===== src/rtl/controlador_mem_if.sv =====
`default_nettype none
// ============================================================================
// Module      : controlador_mem_if
// Description : Command/completion bundle between the MESI state machine
//               (master) and the memory controller (slave).
//               master drives : cmd_valid, cmd, bloco
//               slave drives  : cmd_ready, done, done_cmd, done_bloco,
//                               ocupado, cnt_leitura, cnt_escrita, erro
// Revision    : 1.0 - initial release
// ============================================================================
interface controlador_mem_if;
    logic       cmd_valid;
    logic [1:0] cmd;
    logic [3:0] bloco;
    logic       cmd_ready;
    logic       done;
    logic [1:0] done_cmd;
    logic [3:0] done_bloco;
    logic       ocupado;
    logic [7:0] cnt_leitura;
    logic [7:0] cnt_escrita;
    logic       erro;

    modport master (
        output cmd_valid, cmd, bloco,
        input  cmd_ready, done, done_cmd, done_bloco, ocupado,
               cnt_leitura, cnt_escrita, erro
    );

    modport slave (
        input  cmd_valid, cmd, bloco,
        output cmd_ready, done, done_cmd, done_bloco, ocupado,
               cnt_leitura, cnt_escrita, erro
    );
endinterface
`default_nettype wire


===== src/rtl/controlador_mem.sv =====
`default_nettype none
// ============================================================================
// Module      : controlador_mem
// Description : Memory controller behind a MESI cache. Legal commands
//               (LEITURA/ESCRITA) are queued in a PROF-deep FIFO and serviced
//               one at a time, each taking LATENCIA cycles, followed by a
//               one-cycle completion pulse. Keeps saturating completion
//               counters and a sticky illegal-command flag.
// Ports       : clock  - single clock, rising edge
//               resetn - asynchronous active-low reset
//               bus    - controlador_mem_if.slave (command in, status out)
// Revision    : 1.0 - initial release
// ============================================================================
module controlador_mem #(
    parameter int LATENCIA = 3,   // service cycles per command, 1..15
    parameter int PROF     = 4    // FIFO depth, power of two, 2..16
) (
    input  wire logic          clock,
    input  wire logic          resetn,
    controlador_mem_if.slave   bus
);

    localparam int             AW         = $clog2(PROF);
    localparam logic [3:0]     LAT_CARGA  = 4'(LATENCIA - 1);
    localparam logic [AW:0]    OCUP_CHEIO = (AW + 1)'(PROF);
    localparam logic [AW:0]    OCUP_UM    = (AW + 1)'(1);
    localparam logic [AW-1:0]  PTR_UM     = AW'(1);
    localparam logic [1:0]     CMD_LEITURA = 2'b01;
    localparam logic [1:0]     CMD_ESCRITA = 2'b10;
    localparam logic [1:0]     CMD_ILEGAL  = 2'b11;

    typedef enum logic [1:0] {
        OCIOSO  = 2'd0,
        ESPERA  = 2'd1,
        CONCLUI = 2'd2
    } estado_t;

    estado_t        estado_q,     estado_d;
    logic [AW-1:0]  wr_ptr_q,     wr_ptr_d;
    logic [AW-1:0]  rd_ptr_q,     rd_ptr_d;
    logic [AW:0]    ocup_q,       ocup_d;
    logic [3:0]     lat_q,        lat_d;
    logic [5:0]     trab_q,       trab_d;      // {cmd, bloco} in service
    logic [5:0]     mem_q [PROF];
    logic [5:0]     mem_d [PROF];
    logic           done_q,       done_d;
    logic [1:0]     done_cmd_q,   done_cmd_d;
    logic [3:0]     done_bloco_q, done_bloco_d;
    logic [7:0]     cnt_leit_q,   cnt_leit_d;
    logic [7:0]     cnt_escr_q,   cnt_escr_d;
    logic           erro_q,       erro_d;

    logic           cmd_ready;
    logic           cmd_legal;
    logic           push;
    logic           pop;

    // Readiness looks only at registered occupancy, so a pop on the same
    // edge never lets a full FIFO take a new command.
    assign cmd_ready = (ocup_q != OCUP_CHEIO);
    assign cmd_legal = (bus.cmd == CMD_LEITURA) || (bus.cmd == CMD_ESCRITA);
    assign push      = bus.cmd_valid && cmd_ready && cmd_legal;
    assign pop       = (estado_q == OCIOSO) && (ocup_q != '0);

    // ---------------- FIFO storage and pointers ----------------
    always_comb begin
        mem_d    = mem_q;
        wr_ptr_d = wr_ptr_q;
        rd_ptr_d = rd_ptr_q;
        ocup_d   = ocup_q;
        if (push) begin
            mem_d[wr_ptr_q] = {bus.cmd, bus.bloco};
            wr_ptr_d        = wr_ptr_q + PTR_UM;   // wraps modulo PROF
        end
        if (pop) begin
            rd_ptr_d = rd_ptr_q + PTR_UM;
        end
        if (push && !pop) begin
            ocup_d = ocup_q + OCUP_UM;
        end else if (pop && !push) begin
            ocup_d = ocup_q - OCUP_UM;
        end
    end

    // ---------------- error flag ----------------
    always_comb begin
        erro_d = erro_q;
        if (bus.cmd_valid && (bus.cmd == CMD_ILEGAL)) begin
            erro_d = 1'b1;
        end
    end

    // ---------------- service FSM ----------------
    always_comb begin
        estado_d     = estado_q;
        lat_d        = lat_q;
        trab_d       = trab_q;
        done_d       = 1'b0;
        done_cmd_d   = done_cmd_q;
        done_bloco_d = done_bloco_q;
        cnt_leit_d   = cnt_leit_q;
        cnt_escr_d   = cnt_escr_q;
        unique case (estado_q)
            OCIOSO: begin
                if (pop) begin
                    trab_d   = mem_q[rd_ptr_q];
                    lat_d    = LAT_CARGA;
                    estado_d = ESPERA;
                end
            end
            ESPERA: begin
                if (lat_q == 4'd0) begin
                    // Completion is registered on the edge entering CONCLUI.
                    estado_d     = CONCLUI;
                    done_d       = 1'b1;
                    done_cmd_d   = trab_q[5:4];
                    done_bloco_d = trab_q[3:0];
                    if ((trab_q[5:4] == CMD_LEITURA) && (cnt_leit_q != 8'hFF)) begin
                        cnt_leit_d = cnt_leit_q + 8'd1;
                    end
                    if ((trab_q[5:4] == CMD_ESCRITA) && (cnt_escr_q != 8'hFF)) begin
                        cnt_escr_d = cnt_escr_q + 8'd1;
                    end
                end else begin
                    lat_d = lat_q - 4'd1;
                end
            end
            CONCLUI: begin
                estado_d = OCIOSO;
            end
            default: begin
                estado_d = OCIOSO;
            end
        endcase
    end

    always_ff @(posedge clock or negedge resetn) begin
        if (!resetn) begin
            estado_q     <= OCIOSO;
            wr_ptr_q     <= '0;
            rd_ptr_q     <= '0;
            ocup_q       <= '0;
            lat_q        <= '0;
            trab_q       <= '0;
            for (int i = 0; i < PROF; i++) begin
                mem_q[i] <= '0;
            end
            done_q       <= 1'b0;
            done_cmd_q   <= '0;
            done_bloco_q <= '0;
            cnt_leit_q   <= '0;
            cnt_escr_q   <= '0;
            erro_q       <= 1'b0;
        end else begin
            estado_q     <= estado_d;
            wr_ptr_q     <= wr_ptr_d;
            rd_ptr_q     <= rd_ptr_d;
            ocup_q       <= ocup_d;
            lat_q        <= lat_d;
            trab_q       <= trab_d;
            mem_q        <= mem_d;
            done_q       <= done_d;
            done_cmd_q   <= done_cmd_d;
            done_bloco_q <= done_bloco_d;
            cnt_leit_q   <= cnt_leit_d;
            cnt_escr_q   <= cnt_escr_d;
            erro_q       <= erro_d;
        end
    end

    assign bus.cmd_ready   = cmd_ready;
    assign bus.done        = done_q;
    assign bus.done_cmd    = done_cmd_q;
    assign bus.done_bloco  = done_bloco_q;
    assign bus.ocupado     = (estado_q != OCIOSO) || (ocup_q != '0);
    assign bus.cnt_leitura = cnt_leit_q;
    assign bus.cnt_escrita = cnt_escr_q;
    assign bus.erro        = erro_q;

endmodule
`default_nettype wire


===== src/flat_wrapper.sv =====
// flat-port wrapper written by rule: the top's interface ports become plain ports
module controlador_mem_flat 
#(
    parameter int LATENCIA = 3,                                       
    parameter int PROF     = 4                                      
)
  (clock, resetn, bus_cmd_valid, bus_cmd, bus_bloco, bus_cmd_ready, bus_done, bus_done_cmd, bus_done_bloco, bus_ocupado, bus_cnt_leitura, bus_cnt_escrita, bus_erro);
  controlador_mem_if bus_i ();
  input  wire logic clock;
  input  wire logic resetn;
  input wire logic [$bits(bus_i.cmd_valid)-1:0] bus_cmd_valid;
  input wire logic [$bits(bus_i.cmd)-1:0] bus_cmd;
  input wire logic [$bits(bus_i.bloco)-1:0] bus_bloco;
  output wire logic [$bits(bus_i.cmd_ready)-1:0] bus_cmd_ready;
  output wire logic [$bits(bus_i.done)-1:0] bus_done;
  output wire logic [$bits(bus_i.done_cmd)-1:0] bus_done_cmd;
  output wire logic [$bits(bus_i.done_bloco)-1:0] bus_done_bloco;
  output wire logic [$bits(bus_i.ocupado)-1:0] bus_ocupado;
  output wire logic [$bits(bus_i.cnt_leitura)-1:0] bus_cnt_leitura;
  output wire logic [$bits(bus_i.cnt_escrita)-1:0] bus_cnt_escrita;
  output wire logic [$bits(bus_i.erro)-1:0] bus_erro;
  assign bus_i.cmd_valid = bus_cmd_valid;
  assign bus_i.cmd = bus_cmd;
  assign bus_i.bloco = bus_bloco;
  assign bus_cmd_ready = bus_i.cmd_ready;
  assign bus_done = bus_i.done;
  assign bus_done_cmd = bus_i.done_cmd;
  assign bus_done_bloco = bus_i.done_bloco;
  assign bus_ocupado = bus_i.ocupado;
  assign bus_cnt_leitura = bus_i.cnt_leitura;
  assign bus_cnt_escrita = bus_i.cnt_escrita;
  assign bus_erro = bus_i.erro;
  controlador_mem #(.LATENCIA(LATENCIA), .PROF(PROF)) u_core (.clock(clock), .resetn(resetn), .bus(bus_i));
endmodule

===== config.mk =====
export PLATFORM = sky130hd
export DESIGN_NAME = controlador_mem_flat
export DESIGN_NICKNAME = d
export VERILOG_FILES = /design/src/rtl/controlador_mem_if.sv /design/src/rtl/controlador_mem.sv /design/src/flat_wrapper.sv
export SDC_FILE = /design/constraint.sdc
export NUM_CORES = 1
export LEC_CHECK = 0
export CORE_MARGIN = 10
export CORE_UTILIZATION = 45
export DETAILED_ROUTE_END_ITERATION = 10
export DONT_BUFFER_PORTS = 1
export GPL_TIMING_DRIVEN = 0
export PLACE_DENSITY_LB_ADDON = 0.25
export REMOVE_ABC_BUFFERS = 1
export SLEW_MARGIN = 20
export SYNTH_ARGS = -nofsm -noshare
export SYNTH_HDL_FRONTEND = slang
export SYNTH_SLANG_ARGS = --single-unit

===== constraint.sdc =====
create_clock -name clock -period 4.7 [get_ports clock]
set_input_delay 0.94 -clock clock [delete_from_list [all_inputs] [get_ports clock]]
set_output_delay 0.94 -clock clock [all_outputs]
set_load 0.01 [all_outputs]

==> results by group, run 1 <==
Floorplan
  – Die Area: 10400 um2
  – Placeable Area: 6420 um2
  – Num rows: 29
  – Die height: 102 um
  – Initial Util: 47.0%
  – Ports: 35
  – Die X: 102 um

Job
  – Max-capacitance violation count: 0

STA
  – Sum Neg Setup Slack: 0 ps
  – RSZ-0062 raised after global routing: no
  – Pins Over Slew Limit: 0
  – Final Cycle Share: 52.6%
  – Final Hold Vio Count: 0
  – Layout Skew: 9.02 ps
  – Least-Margin Pin Slew: 522 ps
  – Slew headroom: 65.2%
  – Min cycle time layout: 2470 ps
  – Peak Freq: 404 MHz
  – Endpoints failing setup: 0

Logic synthesis
  – Top post-synthesis cells by area: dfrtp_1 56%, mux2_2 13%, mux4_2 4.5%
  – Yosys reg bits: 67
  – Number of synthesized flops with an enable pin: 0
  – Share of flip-flops with an asynchronous set or reset: 100%
  – Synth area leader: dfrtp_1
  – Mapped cell area: 3020 um2
  – Synth Instances: 233
  – Main flop type after synthesis: dfrtp_1
  – Yosys cell types: 37
  – Register area share after synthesis: 55.6%
  – Yosys warnings: 0
  – Syn avg cell area: 12.9 um2
  – Share of the synthesized area in the top cell type: 55.6%

Power and ir drop
  – Power Dens Cells: 657 nW/um2
  – Switching pwr: 687 uW
  – Static Leak: 1.54 nW
  – Sw Share: 31.4%
  – Clock share of power: 24.8%
  – Pint: 1.50 mW
  – Register share of total power: 47.3%
  – Comb pwr share: 27.9%
  – Maximum vdd drop: 0.316 mV
  – Tot Pwr: 2.19 mW

Clock network
  – TritonCTS clock tree: done
  – Setup bufs post-CTS: 0
  – CTS buffer count: 9
  – CTS Root Cell: clkbuf_8
  – Reg clk slew, reported paths: 70 ps
  – Hold Buf Count CTS: 0
  – Clock sink count: 67
  – Clk Latency, worst-skew pair: 340 ps
  – Clk buf depth: 2
  – CTS H-tree depth: 3
  – Post_cts resized: 0

Final layout
  – Layout cells sized above 1: 26.8%
  – Design area: 3330 um2
  – Most frequent cells in the layout: 67 x dfrtp_1, 35 x nand2_1, 35 x mux2_2
  – # nets final: 260
  – Antenna cell count: 0
  – Post-layout util: 51.8%
  – Final-layout fill cell count: 548
  – P&R area growth vs syn: 10.3%
  – Commonest non-fill, non-tap cell in the layout: dfrtp_1

Critical path
  – Register-to-register path setup slack: 2270 ps
  – Crit end category: flip-flop
  – Worst EP required: 4960 ps
  – Startpoint Class: primary input
  – CP Max Fanout: 8
  – CP arrival: 2730 ps
  – Setup CP Type: primary input to flip-flop

Route
  – Routed wire length: 5.53 mm
  – Drt pass-1 iters: 4
  – Initial DRC count: 46
  – Detailed-route via count: 1738
  – Routed Antenna Nets: 0
  – Vias per std cell: 5.38
  – Routed WL per cell: 17.1 um
  – # DRC: 0

Placed design
  – Hpwl dp: 3.81 mm
  – RD Place Congestion: 0.741
  – Port Buffers: 0
  – Cell Area, Placed: 3100 um2

GRT
  – Initial antenna violation count: 0
  – First-pass GRT wire length: 9.13 mm
  – Largest net degree at the start of global routing: 68
  – Grt ovf: 0
  – Vias in the first global route: 1823
  – Overall routing resource usage: 11.4%

Run status
  – Status: finished clean

Worst hold path
  – HP Class: primary input to async pin
-- metrics by stage --
step | setup slack (ps) | cells | hold WS, ps
6_report | 2230 | 323 | 290
3_5_place_dp | 1880 | 307 | 452
3_3_place_gp | 1910 | 307 | 449
2_1_floorplan | 2030 | 230 | 433
4_1_cts | 2220 | 323 | 275
5_1_grt | 2100 | 323 | 268
-- layout make-up --
cell class                 instances  area (um2)  area share [%]
sequential                        67        1680            50.4
multi-input combinational        153        1290            38.8
clock buffer                      12         155            4.66
tap                               77        96.3            2.89
clock inverter                     4        72.6            2.18
inverter                          10        37.5            1.13
-- Yosys cell counts, drive strengths merged, types with 6 or more instances --
cell type	number
nand3	8
nand2	36
mux4	6
nor2	10
inv	10
xor2	13
mux2	35
dfrtp	67
ha	9
xnor2	6
nor3	6
-- path summary, 6_finish.rpt --
kind                                             to  cells after the start              from
max                                u_core.ocup_q[2]                      9        bus_cmd[0]
max in group asynchronous          u_core.mem_q[13]                      0            resetn
min in group clock         u_core.bus.done_bloco[1]                      2  u_core.trab_q[1]
min reg2reg                u_core.bus.done_bloco[1]                      2  u_core.trab_q[1]
max reg2reg                        u_core.ocup_q[2]                      8  u_core.ocup_q[0]
min                                 u_core.lat_q[2]                      0            resetn
-- kinds of logic (layout without fill, tap and decap cells) --
kind of cell,count (synthesis),count (layout),synth area share [%]
xor+xnor,19,19,5.52
buf+inv,13,26,1.66
compound gates,11,11,3.44
flops,67,67,55.6
mux,41,41,17.5
fa+ha+maj,10,10,4.40
simple gates,72,72,11.9
-- per-layer routing --
metal | vias to the layer above | track usage (%) | part of all wire, % | wire length (um)
met1 | 879 | 13.2 | 43 | 2380
met2 | 28 | 18.6 | 49 | 2700
li1 | 823 | - | - | -
met5 | - | 0 | 0 | 0
met4 | 0 | 5.53 | 1.5 | 84
met3 | 8 | 3.91 | 6.5 | 357
-- flip-flops by register name, indices dropped and copies added (netlist names) --
| register | flops |
|---|---|
| u_core.bus.cnt_escrita | 8 |
| u_core.bus.cnt_leitura | 8 |
| u_core.bus.done | 1 |
| u_core.bus.done_bloco | 4 |
| u_core.bus.done_cmd | 2 |
| u_core.bus.erro | 1 |
| u_core.estado_q | 2 |
| u_core.lat_q | 4 |
| u_core.mem_q | 24 |
| u_core.ocup_q | 3 |
| u_core.rd_ptr_q | 2 |
| u_core.trab_q | 6 |
| u_core.wr_ptr_q | 2 |
-- power groups by stage --
stage               clock network, mW  logic (mW)  registers, mW
floorplan                           0       0.535          0.977
global placement                    0       0.595           1.04
detailed placement                  0       0.619           1.05
CTS                             0.556       0.622           1.04
global route                    0.580       0.685           1.07
finish                          0.543       0.610           1.03
-- worst max-delay path, stage by stage --
cell	delay, ps
ha_1	260
nand2_1	60
a21oi_2	300
ha_1	260
inv_1	70
fa_1	430
xor2_1	170
nor2_1	110
xor2_1	150
No activity file was read; power rests on OpenSTA's default activity.
==> inputs of run 2 (changes only) <==
- clock period: 4.7 -> 2.45 ns (I/O delays scaled with it)
==> results by group, run 2 (synthesized netlist as in run 1, its figures left out) <==
Run status
  – Status: finished clean

Critical path
  – CP arrival: 2560 ps (-170 ps)
  – Setup CP Type: flip-flop to flip-flop
  – CP Max Fanout: 8 (unchanged)
  – Worst EP required: 2710 ps (-2250 ps)
  – Startpoint Class: flip-flop
  – Crit end category: flip-flop

STA
  – Slew headroom: 64.3% (-0.95 points)
  – Layout Skew: 9.80 ps (+0.785 ps)
  – Min cycle time layout: 2300 ps
  – Least-Margin Pin Slew: 536 ps (+14.3 ps)
  – Pins Over Slew Limit: 0 (unchanged)
  – Peak Freq: 434 MHz
  – RSZ-0062 raised after global routing: no
  – Worst Hold Slack: 16.7 ps (-273 ps)
  – Final Hold Vio Count: 0 (unchanged)
  – Final Cycle Share: 94.0%
  – Sum Neg Setup Slack: 0 ps (unchanged)
  – Endpoints failing setup: 0 (unchanged)

Power and ir drop
  – Static Leak: 1.56 nW (+0.84%)
  – Power Dens Cells: 1260 nW/um2 (+91%)
  – Maximum vdd drop: 0.607 mV (+92%)

Placed design
  – Port Buffers: 0 (unchanged)
  – Inst Count DP: 307 (unchanged)
  – Hpwl dp: 3.81 mm (unchanged)
  – RD Place Congestion: 0.741 (unchanged)

Floorplan
  – Num rows: 29 (unchanged)
  – Placeable Area: 6420 um2 (unchanged)
  – Die height: 102 um (unchanged)
  – Ports: 35 (unchanged)
  – Initial Util: 47.0% (unchanged)
  – Die X: 102 um (unchanged)
  – Die Area: 10400 um2 (unchanged)

Route
  – Detailed-route via count: 1745 (+0.40%)
  – Vias per std cell: 5.39 (about the same)
  – Drt pass-1 iters: 4 (unchanged)
  – Routed WL per cell: 17.0 um (-0.52%)
  – Initial DRC count: 37 (-20%)
  – # DRC: 0 (unchanged)
  – Routed wire length: 5.52 mm (-0.22%)
  – Routed Antenna Nets: 0 (unchanged)

Final layout
  – # nets final: 261 (+0.38%)
  – Largest register FFs: 24 (unchanged)
  – Antenna cell count: 0 (unchanged)
  – Most flops, register: u_core.mem_q
  – Final Non-Filler Cells: 324 (+0.31%)
  – Most frequent cells in the layout: 67 x dfrtp_1, 35 x mux2_2, 34 x nand2_1
  – Commonest non-fill, non-tap cell in the layout: dfrtp_1
  – P&R area growth vs syn: 11.3%
  – Layout cells sized above 1: 27.5% (+0.70 points)

Clock network
  – CTS Root Cell: clkbuf_8
  – Setup bufs post-CTS: 0 (unchanged)
  – CTS buffer count: 9 (unchanged)
  – Reg clk slew, reported paths: 70 ps (about the same)
  – TritonCTS clock tree: done
  – Clk buf depth: 2 (unchanged)
  – Clock sink count: 67 (unchanged)
  – CTS H-tree depth: 3 (unchanged)
  – Clk Latency, worst-skew pair: 340 ps (about the same)

GRT
  – Overall routing resource usage: 11.4% (unchanged)
  – First-pass GRT wire length: 9.13 mm (unchanged)
  – Initial antenna violation count: 0 (unchanged)
  – Vias in the first global route: 1834 (+0.60%)
  – Grt ovf: 0 (unchanged)
  – Largest net degree at the start of global routing: 68 (unchanged)

Worst hold path
  – HP Class: primary input to async pin

Job
  – Max-capacitance violation count: 0 (unchanged)
==> run 2: layout make-up <==
cell class	instances	area, um2
multi-input cells	153	1290
fillers	546	3060
clock inverters	4	72.6
flip-flops and latches	67	1680
clock buffers	12	155
well taps	77	96.3
inverters	10	37.5
repair buffers	1	27.5
==> run 2: worst paths after layout <==
kind | start | end | slack (ps) | depth (start not counted)
setup / recovery | u_core.ocup_q[1] | u_core.ocup_q[2] | 150 | 8
hold reg to reg | u_core.trab_q[1] | u_core.bus.done_bloco[1] | 470 | 2
max in group asynchronous | resetn | u_core.mem_q[19] | 2150 | 1
hold / removal | resetn | u_core.lat_q[0] | 20 | 1
setup reg to reg | u_core.ocup_q[1] | u_core.ocup_q[2] | 150 | 8
min in group clock | bus_cmd_valid | u_core.bus.erro | 280 | 1
==> run 2: worst max-delay path, cell delays in order (launching register included) <==
cell and delay (ps):
dfrtp_1 420, or3_1 460, nand2_2 210, ha_1 220
inv_1 70, fa_1 430, xor2_1 170, nor2_1 110
xor2_1 150
==> run 2: what timing repair did <==
action | 4_1_cts | 5_1_grt
hold buffers | 1 | 0
resized for setup | 0 | 1
setup endpoints to repair | 0 | 1
endpoints found under the hold margin | 67 | 0
==> run 2: power by group <==
group | switching (mW) | internal [mW] | total (mW) | leakage (nW)
combinational | 0.489 | 0.708 | 1.20 | 0.608
sequential | 0.434 | 1.55 | 1.98 | 0.835
clock | 0.414 | 0.628 | 1.04 | 0.113
==> run 2: metrics by stage <==
stage / total power, mW / cell area [um2] / util (%) / setup slack (ps)
CTS: 4.28 / 3360 / 52.3 / 3.54
finish: 4.22 / 3360 / 52.3 / 147
floorplan: 2.90 / 3000 / - / 228
global placement: 3.13 / 3100 / 48.3 / 56.7
global route: 4.52 / 3360 / 52.3 / 6.38
detailed placement: 3.20 / 3100 / 48.3 / 30.2
==> run 2: routing by layer <==
layer	share of wire (%)	global-route usage (%)	up-vias
li1	-	-	824
met1	43	13.3	885
met2	49	18.6	28
met3	6.2	3.85	8
met4	1.5	5.53	0
met5	0	0	-
==> edit, RTL diff (settings of run 2) <==
The 3 values of `estado_t` get a one-hot encoding in 3 bits.
--- a/src/rtl/controlador_mem.sv
+++ b/src/rtl/controlador_mem.sv
@@ -31,6 +31,6 @@
 
-    typedef enum logic [1:0] {
-        OCIOSO  = 2'd0,
-        ESPERA  = 2'd1,
-        CONCLUI = 2'd2
+    typedef enum logic [2:0] {
+        OCIOSO  = 3'b001,
+        ESPERA  = 3'b010,
+        CONCLUI = 3'b100
     } estado_t;
Behaviour: same outputs for any inputs over 10 cycles, from zero or initial values and one cycle with resetn low; not proved beyond that.
==> edit against run 2 <==
Wire length down 3.3%; highest routed layer unchanged; sequential cell count up 1; first-iteration DRC count up 84%; final area up 4.7%; largest cell class unchanged; die area up 3.3%; power up 0.72%; synthesized area up 4.1%; worst setup slack worse by 5.1 ps.
==> edit: results (changes against run 2) <==
run status=finished, final reports clean; most frequent cells after synthesis=sky130_fd_sc_hd__dfrtp_1, sky130_fd_sc_hd__nand2_1, sky130_fd_sc_hd__mux2_2; number of buffer cells added on primary ports=0 (unchanged); post-placement worst setup slack=-154 ps (-184 ps); clock transition at the registers of the reported paths=70 ps (about the same); number of global-route vias before repair=1765 (-3.8%); violation count after the first detailed-routing iteration=68 (+84%); count of unique library cells instantiated by Yosys=44 (+19%); FFs w/ async S/R, synth=100% (unchanged); GRT met2 Usage=16.1% (-2.5 points); Avg WL per Cell=15.4 um (-9.7%); proportion of layout cells with a drive suffix above 1=26.7% (-0.84 points); leakage power summed over all cells=1.61 nW (+3.6%); met3 routing resource usage after global routing=5.33% (+1.5 points); cells after synthesis=237 (+1.7%); register ranked first by flip-flop count=u_core.mem_q; maximum fanout along the worst path=9 (+1); worst skew pair latency=340 ps (about the same); clock tree root buffer cell=sky130_fd_sc_hd__clkbuf_8; arrival time at the worst endpoint=2570 ps (about the same); Tightest Hold Check Type=in -> async; initial antenna violation count=0 (unchanged); post-CTS repair timing setup buffer count=0 (unchanged); flop-to-flop setup slack=140 ps; GRT Resource Usage Total=10.2% (-1.2 points); number of buffers between clock root and the deepest sink=2 (unchanged); max_slew headroom=70.6% (+6.4 points); pin count of the biggest net entering global routing=69 (+1.5%); number of flip-flops under the largest register name=24 (unchanged); via count of the routed design=1730 (-0.86%); global-route wire length before repair=8.93 mm (-2.2%); sequential share of the synthesized area=54.2% (-1.4 points); mean number of vias per cell=4.99 (-7.4%); DRT Pass-1 Iters=4 (unchanged); Worst Hold Margin=24.5 ps (+7.78 ps); global routing usage on met1=11.8% (-1.5 points); number of CTS-inserted buffers=9 (unchanged); sum of net half-perimeters after detailed placement=3.81 mm (+0.24%); Area contributors post-synth=sky130_fd_sc_hd__dfrtp_1, sky130_fd_sc_hd__mux2_2, sky130_fd_sc_hd__mux4_2; global placer's final weighted congestion=0.742 (+0.11%); worst voltage drop across the vdd grid=0.645 mV (+6.2%); Post-DP Area=3240 sq um (+4.5%); yosys synthesis warning count=0 (unchanged); final cycle utilization of the critical path=94.2% (+0.21 points); worst clock skew=8.19 ps (-1.61 ps); total instance count after detailed placement=330 (+7.5%); CTS H-Tree Depth=3 (unchanged); final net count=265 (+1.5%)
## edit: cell types whose count changed in the layout (fill, tap and decap cells not counted), sizes merged, moves of 2 or more
cell / before / now
nor3: 6 / 4
clkinv: 1 / 3
mux2: 35 / 33
nor4: 1 / 7
nand2: 36 / 34
nor3b: 1 / 5
o21ai: 2 / 4
o211ai: 2 / 0
clkbuf: 12 / 9
a22o: 2 / 0
## edit: worst max-delay path, stage by stage (launching register included)
cell                      delay (ps)
sky130_fd_sc_hd__dfrtp_1         430
sky130_fd_sc_hd__or3_1           420
sky130_fd_sc_hd__and2_4          210
sky130_fd_sc_hd__inv_1            70
sky130_fd_sc_hd__ha_1            170
sky130_fd_sc_hd__inv_1            70
sky130_fd_sc_hd__fa_1            430
sky130_fd_sc_hd__xor2_1          170
sky130_fd_sc_hd__nor2_1          110
sky130_fd_sc_hd__xor2_1          140
## edit: kinds of logic after synthesis
group	Yosys count	share of synthesized area, %
AO/OA/AOI/OAI	9	2.11
adder cells (fa/ha/maj)	10	4.22
XOR/XNOR	20	5.58
multiplexers	39	16.9
AND/OR/NAND/NOR	78	15.2
flip-flops	68	54.2
buffers and inverters	13	1.83
## edit: path summary, 6_finish.rpt
check | startpoint | end | cells after the start
worst min register to register | u_core.trab_q[2]$_DFFE_PN0P_ | u_core.bus.done_bloco[2]$_DFFE_PN0P_ | 2
worst max register to register | u_core.ocup_q[0]$_DFFE_PN0P_ | u_core.ocup_q[2]$_DFFE_PN0P_ | 9
max in group asynchronous | resetn | u_core.estado_q[0]$_DFFE_PN1P_ | 1
worst min-delay path | resetn | u_core.bus.cnt_escrita[5]$_DFFE_PN0P_ | 1
min in group clock | bus_cmd_valid | u_core.bus.erro$_DFFE_PN0P_ | 1
worst max-delay path | u_core.ocup_q[0]$_DFFE_PN0P_ | u_core.ocup_q[2]$_DFFE_PN0P_ | 9
## edit: layer usage
layer	share of wire [%]	routed length, um
met2	48	2560
met3	7.1	378
met4	1.2	62
met1	44	2340
met5	0	0
## edit: layout make-up
| type | instances | area, sq um |
|---|---|---|
| Clock buffer | 9 | 124 |
| Tap cell | 96 | 120 |
| Multi-Input combinational cell | 156 | 1390 |
| Sequential cell | 68 | 1700 |
| Clock inverter | 7 | 115 |
| Timing Repair Buffer | 1 | 27.5 |
| Inverter | 10 | 37.5 |
| Fill cell | 578 | 3280 |
## edit: report_power, final
group          total [mW]  internal [mW]  switching, mW  leakage [nW]
logic                1.23          0.740          0.487         0.642
registers            1.95           1.56          0.391         0.856
clock network        1.08          0.671          0.405         0.115
## edit: what timing repair did
action,CTS,global route
cloned,0,0
endpoints found under the setup margin,2,2
endpoints found under the hold margin,68,0
resized for setup,1,2
hold buffers,1,0
